## config.mk

```make
export PLATFORM = sky130hd
export DESIGN_NAME = misc_commit_unit
export DESIGN_NICKNAME = d
export VERILOG_FILES = /design/src/rtl/misc_commit_unit.sv
export SDC_FILE = /design/constraint.sdc
export NUM_CORES = 1
export LEC_CHECK = 0
export CORE_MARGIN = 4
export CORE_UTILIZATION = 38
export CTS_BUF_LIST = sky130_fd_sc_hd__clkbuf_4
export CTS_CLUSTER_SIZE = 25
export DETAILED_ROUTE_END_ITERATION = 8
export PLACE_DENSITY = 0.76
export SYNTH_ARGS = -nofsm -noshare
export SYNTH_HDL_FRONTEND = slang
export SYNTH_SLANG_ARGS = --single-unit
```

## constraint.sdc

```tcl
create_clock -name clk -period 2.4 [get_ports clk]
set_input_delay 0.36 -clock clk [delete_from_list [all_inputs] [get_ports clk]]
set_output_delay 0.36 -clock clk [all_outputs]
set_load 0.02 [all_outputs]
```

## src/rtl/misc_commit_unit.sv

```systemverilog
// rtl/misc_commit_unit.sv - misc-pipe commit consumer: holds one result until ROB head, then commits in order
module misc_commit_unit #(
    parameter int ROB_DEPTH = 64,
    parameter int PREG_NUM  = 64,
    parameter int VALEN     = 32,
    localparam int ROB_W    = $clog2(ROB_DEPTH),
    localparam int PREG_W   = $clog2(PREG_NUM)
) (
    input  logic              clk,
    input  logic              rst_n,
    input  logic              flush_i,
    input  logic              cmt_valid_i,
    output logic              cmt_ready_o,
    input  logic [1:0]        cmt_kind_i,
    input  logic              cmt_we_i,
    input  logic [31:0]       cmt_wdata_i,
    input  logic [PREG_W-1:0] cmt_pdest_i,
    input  logic [ROB_W-1:0]  cmt_rob_idx_i,
    input  logic              cmt_csr_we_i,
    input  logic [13:0]       cmt_csr_waddr_i,
    input  logic [31:0]       cmt_csr_wdata_i,
    input  logic [VALEN-1:0]  cmt_vaddr_i,
    input  logic [9:0]        cmt_asid_i,
    input  logic [4:0]        cmt_cache_op_i,
    input  logic              cmt_br_redirect_i,
    input  logic [VALEN-1:0]  cmt_br_target_i,
    input  logic [ROB_W-1:0]  rob_head_idx_i,
    output logic              csr_we_o,
    output logic [13:0]       csr_waddr_o,
    output logic [31:0]       csr_wdata_o,
    output logic              side_req_valid_o,
    input  logic              side_req_ready_i,
    output logic              side_req_type_o,
    output logic [VALEN-1:0]  side_req_vaddr_o,
    output logic [9:0]        side_req_asid_o,
    output logic [4:0]        side_req_cacheop_o,
    input  logic              side_done_i,
    output logic              wb_valid_o,
    output logic              wb_we_o,
    output logic [PREG_W-1:0] wb_pdest_o,
    output logic [31:0]       wb_wdata_o,
    output logic [ROB_W-1:0]  wb_rob_idx_o,
    output logic              redirect_valid_o,
    output logic [VALEN-1:0]  redirect_target_o
);

    localparam logic [2:0] S_IDLE      = 3'd0;
    localparam logic [2:0] S_WAIT_HEAD = 3'd1;
    localparam logic [2:0] S_REQ       = 3'd2;
    localparam logic [2:0] S_WAIT_DONE = 3'd3;
    localparam logic [2:0] S_FIN       = 3'd4;
    localparam logic [2:0] S_DRAIN     = 3'd5;

    logic [2:0]        state;
    logic [2:0]        state_nxt;
    logic [1:0]        kind_q;
    logic              we_q;
    logic [31:0]       wdata_q;
    logic [PREG_W-1:0] pdest_q;
    logic [ROB_W-1:0]  rob_idx_q;
    logic              csr_we_q;
    logic [13:0]       csr_waddr_q;
    logic [31:0]       csr_wdata_q;
    logic [VALEN-1:0]  vaddr_q;
    logic [9:0]        asid_q;
    logic [4:0]        cache_op_q;
    logic              br_redirect_q;
    logic [VALEN-1:0]  br_target_q;

    logic accept;
    logic head_hit;
    logic fin_fire;

    assign cmt_ready_o = (state == S_IDLE) & ~flush_i;
    assign accept      = cmt_valid_i & cmt_ready_o;
    assign head_hit    = (rob_head_idx_i == rob_idx_q);
    // A flush in the FIN cycle cancels every commit side effect.
    assign fin_fire    = (state == S_FIN) & ~flush_i;

    always_comb begin
        state_nxt = state;
        case (state)
            S_IDLE: begin
                if (accept) state_nxt = S_WAIT_HEAD;
            end
            S_WAIT_HEAD: begin
                if (flush_i)       state_nxt = S_IDLE;
                else if (head_hit) state_nxt = kind_q[1] ? S_REQ : S_FIN;
            end
            S_REQ: begin
                // Once the side unit took the request we must still see its done.
                if (flush_i)               state_nxt = side_req_ready_i ? S_DRAIN : S_IDLE;
                else if (side_req_ready_i) state_nxt = S_WAIT_DONE;
            end
            S_WAIT_DONE: begin
                if (flush_i)          state_nxt = side_done_i ? S_IDLE : S_DRAIN;
                else if (side_done_i) state_nxt = S_FIN;
            end
            S_FIN: begin
                state_nxt = S_IDLE;
            end
            S_DRAIN: begin
                if (side_done_i) state_nxt = S_IDLE;
            end
            default: begin
                state_nxt = S_IDLE;
            end
        endcase
    end

    always_ff @(posedge clk or negedge rst_n) begin
        if (!rst_n) begin
            state <= S_IDLE;
        end else begin
            state <= state_nxt;
        end
    end

    always_ff @(posedge clk or negedge rst_n) begin
        if (!rst_n) begin
            kind_q        <= '0;
            we_q          <= 1'b0;
            wdata_q       <= '0;
            pdest_q       <= '0;
            rob_idx_q     <= '0;
            csr_we_q      <= 1'b0;
            csr_waddr_q   <= '0;
            csr_wdata_q   <= '0;
            vaddr_q       <= '0;
            asid_q        <= '0;
            cache_op_q    <= '0;
            br_redirect_q <= 1'b0;
            br_target_q   <= '0;
        end else if (accept) begin
            kind_q        <= cmt_kind_i;
            we_q          <= cmt_we_i;
            wdata_q       <= cmt_wdata_i;
            pdest_q       <= cmt_pdest_i;
            rob_idx_q     <= cmt_rob_idx_i;
            csr_we_q      <= cmt_csr_we_i;
            csr_waddr_q   <= cmt_csr_waddr_i;
            csr_wdata_q   <= cmt_csr_wdata_i;
            vaddr_q       <= cmt_vaddr_i;
            asid_q        <= cmt_asid_i;
            cache_op_q    <= cmt_cache_op_i;
            br_redirect_q <= cmt_br_redirect_i;
            br_target_q   <= cmt_br_target_i;
        end
    end

    assign side_req_valid_o   = (state == S_REQ);
    assign side_req_type_o    = kind_q[0];
    assign side_req_vaddr_o   = vaddr_q;
    assign side_req_asid_o    = asid_q;
    assign side_req_cacheop_o = cache_op_q;

    assign wb_valid_o   = fin_fire;
    assign wb_we_o      = fin_fire & we_q;
    assign wb_pdest_o   = pdest_q;
    assign wb_wdata_o   = wdata_q;
    assign wb_rob_idx_o = rob_idx_q;

    // CSR writes are only honoured for CSR-kind ops.
    assign csr_we_o    = fin_fire & csr_we_q & (kind_q == 2'd1);
    assign csr_waddr_o = csr_waddr_q;
    assign csr_wdata_o = csr_wdata_q;

    assign redirect_valid_o  = fin_fire & br_redirect_q;
    assign redirect_target_o = br_target_q;

endmodule
```

==> flow_summary.ini, run 1 <==
[route]
drt_iter0_drc = 123
drc = 0
post_drt_wl_per_cell_um = 19.4
ant_nets = 0
viasPerCell = 4.57
wirelength_mm = 20.8
vias = 4916
drtPass1Iterations = 4

[timing]
max_freq_mhz = 450
fin_skew_ns = 0.0170
maxSlewHeadroom = 0.714
final-setup-viol-count = 0
worstMarginPinSlew_ns = 0.429
min_period_ns = 2.22
rsz0062_at_grt = no
slew_viol_final = 0
final_hold_viol_count = 0
period_share = 0.926

[finish]
fin_cells = 1076
nets = 984
final_cell_mix = clkdlybuf4s50_1, dfrtp_1, mux2_4
num-fill-cells = 1468
register_area_um2 = 4430
area_growth_pct = 58.5
drive_above_1_share = 0.291
final_common_cell = clkdlybuf4s50_1
multi_input_area_um2 = 2860

[setup_path]
crit_arrival_ns = 1.86
cp_num_cells = 4
cpLargestDelayFamily = buffers and inverters
critPathKind = flop to output pin
cp-start-kind = flop
cp.required_ns = 2.04
crit_path_top_delay_cell = dfrtp_1
critPathBufInv = 2
cp_max_fo = 4
worstPathCellList = nor4b_2 > buf_4 > and2_1 > dlygate4sd2_1
end_kind = output pin
critPathMaxStageDelay_ns = 0.42
r2r_cells = 7

[yosys]
seq_area_frac_synth = 0.591
yosys_register_bits = 177
synth_area_um2 = 7500
syn_nets = 599
synth_top_area_frac = 0.591
ys.warnings.count = 0
syn_inst = 413
synth_cell_types = 27
yosysTopAreaCell = dfrtp_1
synth_area_leaders = dfrtp_1, mux2_4, buf_6
synth.avg_cell_area_um2 = 18.2

[pwr]
irDropWorstVdd_mv = 0.742
powerDensity_nw_per_um2 = 1370
p_leak_nw = 5.47
power_w = 0.0162

[worst_hold_path]
hold_path.class = input port to async pin

[floorplanning]
num_rows = 51
start_util = 0.385
io_pins = 362
die_area_um2 = 22000
die_w_um = 148
core_area_um2 = 19500
die-height_um = 148

[clock_tree]
post_cts_buffers = 0
htreeDepth = 4
cts_buffer_depth = 2
cts_buffers = 17
clock_latency_ns = 0.55
cts.sinks = 177
clk_pin_slew_ns = 0.16
root_buffer = clkbuf_4
cts_tree = built

[global_routing]
grt_pass1_wl_mm = 31.8
grt_remaining_overflow = 0
grt_usage = 0.185
grt_pass1_vias = 5672
grt_antenna_before_repair = 1
grt_start_max_net_pins = 54

[run_status]
outcome = completed

[placed_design]
port_buffers = 361
gp_congestion = 0.819
dpl.hpwl_mm = 16.1
post-place-cells = 1043

[run]
maxCapViolations = 0
[final timing paths]
kind	slack (ns)	end	start
max	0.18	wb_we_o	state[1]
min	0.27	side_req_vaddr_o[6]	rst_n
max reg2reg	0.43	redirect_target_o[24]	state[2]
min reg2reg	0.52	redirect_target_o[29]	redirect_target_o[29]
max in group asynchronous	1.35	redirect_target_o[0]	rst_n
min in group clk	0.40	csr_waddr_o[11]	cmt_csr_waddr_i[11]
[routing by layer]
metal | routed length, um | track usage
met1 | 8170 | 0.212
met2 | 10500 | 0.319
met3 | 1680 | 0.0686
met4 | 485 | 0.0665
met5 | 0 | 0
[flip-flops by register name, indices dropped and copies added (netlist names)]
register / cells
redirect_target_o: 32
csr_wdata_o: 32
wb_wdata_o: 32
side_req_asid_o: 10
side_req_vaddr_o: 32
br_redirect_q: 1
wb_pdest_o: 6
kind_q: 2
csr_waddr_o: 14
side_req_cacheop_o: 5
state: 3
wb_rob_idx_o: 6
csr_we_q: 1
we_q: 1
[timing repair]
action / 4_1_cts / 5_1_grt
endpoints found under the hold margin: 41 / 0
pin swaps: 0 / 1
gates resized for setup: 9 / 2
setup endpoints to repair: 6 / 3
hold buffers: 1 / 0
[stage by stage]
stage | setup TNS [ns] | hold slack, ns | setup WS, ns | utilization | instance area [um^2]
floorplan | 0 | 0.0644 | 0.157 | - | 7500
global placement | -0.601 | 0.302 | -0.239 | 0.594 | 11600
detailed placement | -0.358 | 0.313 | -0.166 | 0.594 | 11600
CTS | 0 | 0.212 | 0.0247 | 0.611 | 11900
global route | 0 | 0.213 | 0.00827 | 0.611 | 11900
finish | 0 | 0.269 | 0.177 | 0.611 | 11900
[cell families after synthesis]
group | count (synthesis) | share of synthesized area
xor gates and xnor gates | 6 | 0.00701
buffers and inverters | 24 | 0.0309
DFF | 177 | 0.591
muxes | 175 | 0.343
AOI/OAI and AO/OA | 9 | 0.00951
and+or+nand+nor | 22 | 0.0190
[cell type report]
cell class                      count  share of cell area
Sequential cell                   177               0.373
Antenna cell                        1            0.000211
Inverter                            1            0.000316
Clock buffer                       17              0.0107
Clock inverter                     14              0.0148
Tap cell                          265              0.0279
Timing Repair Buffer              389               0.333
Multi-Input combinational cell    212               0.240
[power breakdown]
| part | leakage [nW] | switching (W) | internal [W] | total (W) |
|---|---|---|---|---|
| Sequential | 2.07 | 0.000958 | 0.00449 | 0.00545 |
| Combinational | 3.23 | 0.00375 | 0.00519 | 0.00894 |
| Clock | 0.161 | 0.00109 | 0.000737 | 0.00183 |
[cells in the mapped netlist]
master       n
a2111oi_0    1
a21oi_1      1
a32oi_1      1
and2_1       2
and4b_1      1
buf_2        5
buf_6       18
dfrtp_1    177
inv_1        1
mux2_2      14
mux2_4     160
mux2i_1      1
nand2_1      3
nand2_2      1
nand2b_1     2
nand3b_1     2
nand4_1      2
nor2_1       4
nor2b_1      2
nor3_1       1
nor4_4       1
nor4b_1      1
o2111ai_1    1
o211ai_1     2
o21bai_1     1
o311ai_0     2
xnor2_1      6
No activity file was read; power rests on OpenSTA's default activity.
==> run 2: changes to the inputs <==
HOLD_SLACK_MARGIN = 0.15   (was unset)
==> results of run 2 <==
Final layout, timing and power as in run 1 (identical DEF).
==> run 3: changes to the inputs <==
--- a/config.mk
+++ b/config.mk
@@ -14,2 +14,3 @@
 export PLACE_DENSITY = 0.76
+export SETUP_SLACK_MARGIN = 0.05
 export SYNTH_ARGS = -nofsm -noshare
==> constraint.sdc (replaced) <==
create_clock -name clk -period 2.38 [get_ports clk]
set_input_delay 0.357 -clock clk [delete_from_list [all_inputs] [get_ports clk]]
set_output_delay 0.357 -clock clk [all_outputs]
set_load 0.01 [all_outputs]
==> run 3 against run 2 <==
Net effect: sequential power barely moved; non-clock buffer count fell by 12; largest power group unchanged; combinational power fell by 14%; critical endpoint unchanged; utilization fell by 0.83 points; total power fell by 7.9%; hold slack got worse by 0.0073 ns.
==> flow_summary.ini, run 3 (synthesis gave the netlist of run 1 again) <==
[pwr]
powerDensity_nw_per_um2 = 1270
irDropWorstVdd_mv = 0.606
p_leak_nw = 5.37
power_w = 0.0149

[floorplanning]
io_pins = 362
die_w_um = 148
start_util = 0.385
num_rows = 51
die-height_um = 148
core_area_um2 = 19500
die_area_um2 = 22000

[clock_tree]
clock_latency_ns = 0.55
cts_tree = built
root_buffer = clkbuf_4
htreeDepth = 4
cts_buffer_depth = 2
cts.sinks = 177
post_cts_buffers = 0
cts_buffers = 17
clk_pin_slew_ns = 0.17

[finish]
nets = 972
final_common_cell = clkdlybuf4s50_1
final_cell_mix = clkdlybuf4s50_1, dfrtp_1, mux2_4
area_growth_pct = 56.3
drive_above_1_share = 0.283

[route]
drtPass1Iterations = 5
post_drt_wl_per_cell_um = 19.2
met2_length_mm = 9.96
wirelength_mm = 20.5
met3_length_mm = 1.72
drt_iter0_drc = 249
viasPerCell = 4.61
wl_met1_mm = 8.18
ant_nets = 0
vias = 4906
routed.top_layer = met4
drc = 0

[timing]
worstMarginPinSlew_ns = 0.428
fin_ws_ns = 0.249
min_period_ns = 2.13
slew_viol_final = 0
period_share = 0.895
fin_skew_ns = 0.0260
final-setup-viol-count = 0
max_freq_mhz = 469
maxSlewHeadroom = 0.715
final_hold_viol_count = 0
rsz0062_at_grt = no

[setup_path]
end_kind = output pin
cp.required_ns = 2.02
cp_max_fo = 4
crit_arrival_ns = 1.77
critPathKind = flop to output pin
cp-start-kind = flop

[global_routing]
grt_remaining_overflow = 0
grt_pass1_wl_mm = 31.6
grt_start_max_net_pins = 62
grt_pass1_vias = 5614
grt_antenna_before_repair = 1
grt_usage = 0.183

[placed_design]
gp_congestion = 0.779
dp_slack_ns = -0.147
dpl.hpwl_mm = 15.4
port_buffers = 361

[run_status]
outcome = completed

[worst_hold_path]
hold_path.class = input port to async pin

[run]
maxCapViolations = 0
[run 3: changes by cell type in the layout (fill, tap and decap cells not counted), sizes merged]
cell	change
buf	-13
bufinv	-2
clkbuf	+3
clkdlybuf4s15	+1
dlygate4sd2	-1
inv	+1
[run 3: final timing paths]
path,start,endpoint,slack [ns],cells after the start
min reg2reg,wb_wdata_o[8],wb_wdata_o[8],0.53,1
min,rst_n,side_req_cacheop_o[0],0.26,2
min in group clk,cmt_csr_wdata_i[1],csr_wdata_o[1],0.40,2
max in group asynchronous,rst_n,side_req_vaddr_o[0],1.33,3
max,state[1],wb_we_o,0.25,4
max reg2reg,state[2],kind_q[0],0.52,6
[run 3: repair_timing]
item	in CTS	in global routing
gates resized for setup	7	5
hold buffers	1	0
endpoints found under the hold margin	164	0
pin swaps	1	0
endpoints found under the setup margin	6	3
[run 3: where the power goes]
part | internal [W] | switching, W
Clock | 0.000586 | 0.00117
Sequential | 0.00452 | 0.000950
Combinational | 0.00513 | 0.00258
Total | 0.0102 | 0.00470
[run 3: routing by layer]
metal | up-vias | track usage
li1 | 2205 | -
met1 | 2397 | 0.219
met2 | 263 | 0.305
met3 | 41 | 0.0603
met4 | 0 | 0.0744
met5 | - | 0
[run 3: final cells by class]
cell class | instances | area [um^2]
Antenna cell | 1 | 2.50
Clock buffer | 19 | 143
Clock inverter | 13 | 143
Fill cell | 1474 | 7740
Inverter | 1 | 3.75
Multi-Input combinational cell | 212 | 2870
Sequential cell | 177 | 4430
Tap cell | 265 | 332
Timing Repair Buffer | 377 | 3800
[run 3: worst max-delay path, cell delays in order (launching register included)]
cell and delay [ns]:
dfrtp_1 0.44, nor4b_4 0.27, buf_4 0.17, and2_1 0.13
clkdlybuf4s15_1 0.23
[run 3: per-stage QoR]
step / TNS, ns / util / cells / cell area, um^2 / hold WS [ns]
4_1_cts: 0 / 0.602 / 1064 / 11700 / 0.232
5_1_grt: 0 / 0.602 / 1065 / 11700 / 0.239
3_5_place_dp: -0.245 / 0.587 / 1031 / 11400 / 0.313
2_1_floorplan: 0 / - / 413 / 7500 / 0.0614
6_report: 0 / 0.602 / 1065 / 11700 / 0.262
3_3_place_gp: -0.472 / 0.587 / 1031 / 11400 / 0.308
